File: config.mk
export PLATFORM = sky130hd
export DESIGN_NAME = led_pattern_decode
export DESIGN_NICKNAME = d
export VERILOG_FILES = /design/src/rtl/ktne_pkg.sv /design/src/rtl/led_pattern_decode.sv
export SDC_FILE = /design/constraint.sdc
export NUM_CORES = 1
export LEC_CHECK = 0
export ABC_AREA = 1
export CAP_MARGIN = 20
export CORE_AREA = 2 2 39 41
export DETAILED_ROUTE_END_ITERATION = 6
export DIE_AREA = 0 0 41 43
export PLACE_DENSITY = 0.69
export SLEW_MARGIN = 0
export SYNTH_ARGS = -nofsm -noshare
export SYNTH_HDL_FRONTEND = slang
export SYNTH_SLANG_ARGS = --single-unit
File: constraint.sdc
create_clock -name vclk -period 1.6
set_input_delay 0.24 -clock vclk [all_inputs]
set_output_delay 0.24 -clock vclk [all_outputs]
set_load 0.02 [all_outputs]
File: src/rtl/ktne_pkg.sv
// Shared KTNE LED-panel constants and types.
// Used by both the panel sequencer (encoder) and led_pattern_checker (decoder),
// so the stage patterns cannot diverge between the two ends of the bus.
// Bus layout: bit 24 = la ... bit 12 = lm (left bank), bit 11 = ra ... bit 0 = rl.
package ktne_pkg;

    localparam int unsigned LED_W = 25;

    // Stage patterns driven onto the LED bus.
    localparam logic [LED_W-1:0] PAT_S0 = 25'h1FF_FFFF;  // all lamps on
    localparam logic [LED_W-1:0] PAT_S1 = 25'h1FF_F000;  // left bank on
    localparam logic [LED_W-1:0] PAT_S2 = 25'h000_0FFF;  // right bank on
    localparam logic [LED_W-1:0] PAT_S3 = 25'h0AA_AAAA;  // alternating lamps
    localparam logic [LED_W-1:0] PAT_S4 = 25'h000_0000;  // all lamps off

    // Decoded stage index; INVALID sits well clear of the legal 0..4 range.
    typedef enum logic [2:0] {
        S0      = 3'd0,
        S1      = 3'd1,
        S2      = 3'd2,
        S3      = 3'd3,
        S4      = 3'd4,
        INVALID = 3'd7
    } stage_t;

    // Progress tracker states.
    typedef enum logic [1:0] {
        WAIT0 = 2'd0,
        TRACK = 2'd1,
        DONE  = 2'd2,
        DEAD  = 2'd3
    } fsm_t;

endpackage

File: src/rtl/led_pattern_decode.sv
// Combinational decode of the registered LED bus into a stage index.
// Ports:
//   leds_q   in  25  registered LED bus
//   stage_c  out  3  S0..S4 on an exact pattern match, INVALID otherwise
module led_pattern_decode
    import ktne_pkg::*;
(
    input  logic [24:0] leds_q,
    output stage_t      stage_c
);

    // Exact-match lookup against the shared pattern table.
    always_comb begin
        stage_c = INVALID;
        case (leds_q)
            PAT_S0:  stage_c = S0;
            PAT_S1:  stage_c = S1;
            PAT_S2:  stage_c = S2;
            PAT_S3:  stage_c = S3;
            PAT_S4:  stage_c = S4;
            default: stage_c = INVALID;
        endcase
    end

endmodule

==> results of run 1 <==
-- metrics by stage --
stage	TNS [ps]	hold WS, ps	setup slack [ps]	total power [mW]	utilization, %
5_1_grt	0	1170	6.46	0.0968	47.2
4_1_cts	0	1210	5.50	0.0904	51.2
3_5_place_dp	-1790	1780	-600	0.110	50.5
3_3_place_gp	-1740	1770	-580	0.110	50.5
6_report	0	1100	122	0.0851	47.2
2_1_floorplan	0	815	430	0.0331	-
-- final timing paths --
check | from | endpoint | slack [ps] | cells past startpoint
hold / removal | leds_q[1] | stage_c[0] | 1100 | 7
setup / recovery | leds_q[24] | stage_c[1] | 120 | 8
-- worst min-delay path, cell delays in order --
cell	delay [ps]
clkbuf_2	100
nand4_1	80
nor2_2	50
nand3b_1	80
nand3_2	120
nand2_2	80
buf_6	110
-- cell usage in the layout, fill, tap and decap left out --
cell type and instances:
nor3_2 1, clkdlybuf4s15_1 4, nand2_1 29, nand3b_1 1, clkbuf_2 20, buf_4 4, nand3_2 2, nor2b_4 1
nor2_1 24, nand3b_2 1, nor2_4 1, inv_2 1, buf_6 3, inv_1 12, nand3_1 1, dlygate4sd2_1 1
nor2_2 10, nand4_1 1, nand2_2 4
-- synthesized netlist by cell type --
library cell	n	area, sq um
nor2_4	1	11.3
nor2_1	26	97.6
nand2_1	32	120
nand3_2	1	10.0
nand4_1	1	6.26
nand2_2	1	6.26
nand3_1	2	10.0
nor2_2	8	50.1
nand3b_2	1	11.3
nand3b_1	1	7.51
nor2b_4	1	13.8
inv_1	12	45.0
nor3_1	1	5.00
inv_2	1	3.75
-- power by group through the flow --
stage	clock (mW)	combinational, mW	sequential, mW
5_1_grt	0	0.0968	0
6_report	0	0.0851	0
4_1_cts	0	0.0904	0
2_1_floorplan	0	0.0331	0
3_3_place_gp	0	0.110	0
3_5_place_dp	0	0.110	0
-- routing by layer --
layer,share of wire (%),track usage [%]
met4,0,0
met3,7.1,0.524
met1,43,17.4
met5,0,0
met2,50,25.0
-- cells by family (layout without fill, tap and decap cells) --
group,after synthesis,count (layout)
buffers and inverters,13,45
and+or+nand+nor,76,76
-- final cells by class --
class              instances  area [sq um]
fillers                  169           731
inverters                 13          48.8
multi-input cells         76           372
well taps                 16          20.0
repair buffers            32           213
-- timing repair --
action	in CTS	in global routing
resized for setup	52	42
pin swaps	29	30
setup endpoints to repair	3	3
setup buffers	3	1
==> impl_results.md, run 1 <==
- Status: complete, no violations
- Startpoint Class: input pin
- NetSw: 43.8 uW
- Final Cycle Share: 92.4%
- Die height: around 43 microns
- Final Cell Area: roughly 650 sq um
- # clk buffers: 0
- N_diodes: 0
- Gpl congestion: 0.679
- Placed cell count: 133
- All-layer global routing usage: 13.6%
- Post-route ant nets: 0
- Die width: 41 microns
- Final net count: roughly 150
- RSZ-0062 raised after global routing: no
- Total of warnings raised by yosys: 0
- Max Cap Viol: 0
- CP required: around 1400 ps
- Netlist cell types: 14
- Worst-path fanout max: 3
- Relative slew slack: 92.1%
- Post-synth net total: 114
- Post-synthesis sequential area ratio: 0%
- Vias in the first global route: 513
- Xor-xnor portion of the synthesized cell area: 0%
- Slew Viols, Final: 0
- Main combinational cell family by area after synthesis: simple AND/OR/NAND/NOR gates
- Largest net degree at the start of global routing: 4
- Fmax: a little under 0.7 GHz
- Core Region: 1380 sq um
- Critical path arrival: 1240 ps
- Crit path buffers/inverters: 2
- Synth Area in Compound Gates: 0%
- Via count: 595
- Fraction of layout cells with a size suffix above 1: 39.7%
- Routed WL: 1060 microns
- Mapped cell area: 398 sq um
- FP Rows: 14
- Port bufs: 28
- Sequential Power Share: 0%
- Sequential cell area: 0 sq um
- Synth Area in Adders: 0%
- Tmin final: between 1000 and 1500 ps
- Setup crit end kind: primary output
- Setup CP Type: input pin to primary output
- Post-DP HPWL: 892 microns
- TritonRoute pass-1 iters: 4
- Crit path max-delay family: simple AND/OR/NAND/NOR gates
- Hold crit path type: input pin to primary output
- Worst path max stage delay: 260 ps
- Mapped Cells: 89
- Initial Util: 28.8%
- Syn Area/Cell: approximately 4.5 sq um
- Lkg Pwr: between 0.3 and 0.4 nW
- # hold bufs at CTS: 0
- Synth Area in Simple Gates: between 80% and 90%
- Critical Path, Cell by Cell: dlygate4sd2_1, nor3_2, nand2_1, nor2_2, nor2_2, nand3_2, nand2_2, buf_6
- Global-route wire length before repair: about 1800 microns
- Mux share of post-synthesis cell area: 0%
- Top Ports: 28
- DIE AREA: 1760 sq um
- Sw frac: 51.5%
- Pwr per Cell Area: 130 nW/um^2
- Peak VDD IR: 0.0467 mV
- Seq Cell Count: 0
- DRC: 0
- Power Internal: 41.3 uW
- Endpoints failing hold: 0
- Vias per Instance: 4.34
- Clock share of power: 0%
- WL/cell: 7.74 microns
- Crit-path slowest cell: dlygate4sd2_1
- Combinational power share: 100.0%
- Area Overhead vs Synth: 64.2%
- Final non-filler cell total: 137
- Initial antenna violation count: 0
- Iter 0 DRT Violations: 9
- Setup violators final: 0
- Area after DPL: 698 sq um
- Critical Path Most Common Cell: nor2_2
- Worst Max-Slew Pin Slew: 117 ps
- Gr ovfl total: 0
Power figures use the tool's default switching activity.
==> inputs of run 2 (changes only) <==
- MAX_ROUTING_LAYER: not set -> met4
- clock period: 1.6 -> 1.4 ns (I/O delays scaled with it)
==> impl_results.md, run 2 (synthesis gave the netlist of run 1 again) <==
- Placed cell count: 133 (unchanged)
- CP required: 1190 ps (-170 ps)
- Sequential cell area: 0 sq um (unchanged)
- Gr ovfl total: 0 (unchanged)
- Setup violators final: 0 (unchanged)
- FP Rows: 14 (unchanged)
- Peak VDD IR: 0.0821 mV (+76%)
- Worst-path fanout max: 2 (-1)
- Crit path buffers/inverters: 4 (+2)
- RSZ-0062 raised after global routing: yes
- Area after DPL: 698 sq um (unchanged)
- Vias per Instance: 4.43 (+2.0%)
- Initial Util: 28.8% (unchanged)
- Final Cell Area: 776 sq um (+19%)
- Hold crit path type: input pin to primary output
- Slew Viols, Final: 0 (unchanged)
- WL/cell: 7.99 microns (+3.3%)
- TritonRoute pass-1 iters: 4 (unchanged)
- Total Power: 140 uW (+64%)
- Seq Cell Count: 0 (unchanged)
- Core Region: 1380 sq um (unchanged)
- Tmin final: 1330 ps
- Vias in the first global route: 513 (unchanged)
- # clk buffers: 0 (unchanged)
- Via count: 598 (+0.50%)
- Max Cap Viol: 0 (unchanged)
- Port bufs: 28 (unchanged)
- Fmax: 0.754 GHz
- DRC: 0 (unchanged)
- Lkg Pwr: 0.374 nW (+10%)
- DIE AREA: 1760 sq um (unchanged)
- Global-route wire length before repair: 1790 microns (-1.9%)
- Pwr per Cell Area: 180 nW/um^2 (+38%)
- Routed WL: 1080 microns (+1.8%)
- Area Overhead vs Synth: 95.0%
- Post-DP HPWL: 916 microns (+2.6%)
- Status: complete, no violations
- Setup CP Type: input pin to primary output
- Fraction of layout cells with a size suffix above 1: 59.7% (+20 points)
- Post-route ant nets: 0 (unchanged)
- Crit path max-delay family: simple AND/OR/NAND/NOR gates
- Relative slew slack: 90.3% (-1.9 points)
- Gpl congestion: 0.692 (+1.9%)
- Die height: 43 microns (unchanged)
- Worst path max stage delay: 150 ps (-110 ps)
- Top Ports: 28 (unchanged)
- Setup crit end kind: primary output
- Final core occ: 56.1% (+8.9 points)
- Iter 0 DRT Violations: 9 (unchanged)
- Endpoints failing hold: 0 (unchanged)
- Commonest cells after routing, fill and taps aside: nand2_1, buf_6, nor2_2, nor2_1
- All-layer global routing usage: 13.5% (-0.076 points)
- Leading cell type in the layout, fill and taps excluded: nand2_1
- Final Cycle Share: 94.8%
- Critical Path, Cell by Cell: clkbuf_2, inv_1, nand2_1, nor2_2, nand3b_4, nor2_4, buf_4, nor2_1, nand2_2, buf_6
- Crit-path slowest cell: nor2_2
- Initial antenna violation count: 0 (unchanged)
- N_diodes: 0 (unchanged)
- Final net count: 146 (-1.4%)
- Die width: 41 microns (unchanged)
- Worst Max-Slew Pin Slew: 145 ps (+28.3 ps)
- Critical path arrival: 1120 ps (-120 ps)
- Startpoint Class: input pin
- Final non-filler cell total: 135 (-1.5%)
- Largest net degree at the start of global routing: 4 (unchanged)
==> run 2: cell types whose count changed in the layout (fill, tap and decap cells not counted), sizes merged <==
cell           before  now
buf                 7   28
clkbuf             20    2
clkdlybuf4s15       4    0
dlygate4sd2         1    0
==> run 2: timing repair <==
| item | CTS | global route |
|---|---|---|
| resized for setup | 125 | 42 |
| hold buffers | 0 | 0 |
| buffers inserted | 1 | 1 |
| pin swaps | 42 | 34 |
| setup endpoints to repair | 3 | 3 |
==> run 2: power by group <==
group / switching, mW / total (mW) / internal, mW
clock: 0 / 0 / 0
sequential: 0 / 0 / 0
combinational: 0.0660 / 0.140 / 0.0736
total: 0.0660 / 0.140 / 0.0736
==> run 2: metrics by stage <==
step	hold slack (ps)	setup TNS (ps)	setup WS (ps)
3_5_place_dp	1720	-2170	-724
5_1_grt	1010	-89.6	-31.3
6_report	945	0	73.2
3_3_place_gp	1710	-2160	-720
2_1_floorplan	755	0	290
4_1_cts	948	0	5.55
==> run 2: path summary, 6_finish.rpt <==
check | startpoint | end | slack, ps | depth (start not counted)
hold / removal | leds_q[22] | stage_c[2] | 940 | 7
setup / recovery | leds_q[18] | stage_c[1] | 70 | 10
==> run 2: metal layers <==
metal / GRT usage [%] / up-vias / part of all wire [%]
met4: 0 / 0 / 0
met1: 17.7 / 254 / 42
met3: 0 / 0 / 6.1
li1: - / 325 / -
met5: - / - / 0
met2: 23.8 / 19 / 52
==> run 2: layout make-up <==
cell class	count	area, sq um
fillers	154	608
inverters	13	48.8
multi-input cells	76	455
well taps	16	20.0
repair buffers	30	251
==> inputs of run 3 (changes only) <==
- GPL_ROUTABILITY_DRIVEN: not set -> 0
==> results of run 3 <==
Final layout, timing and power as in run 2 (identical DEF).
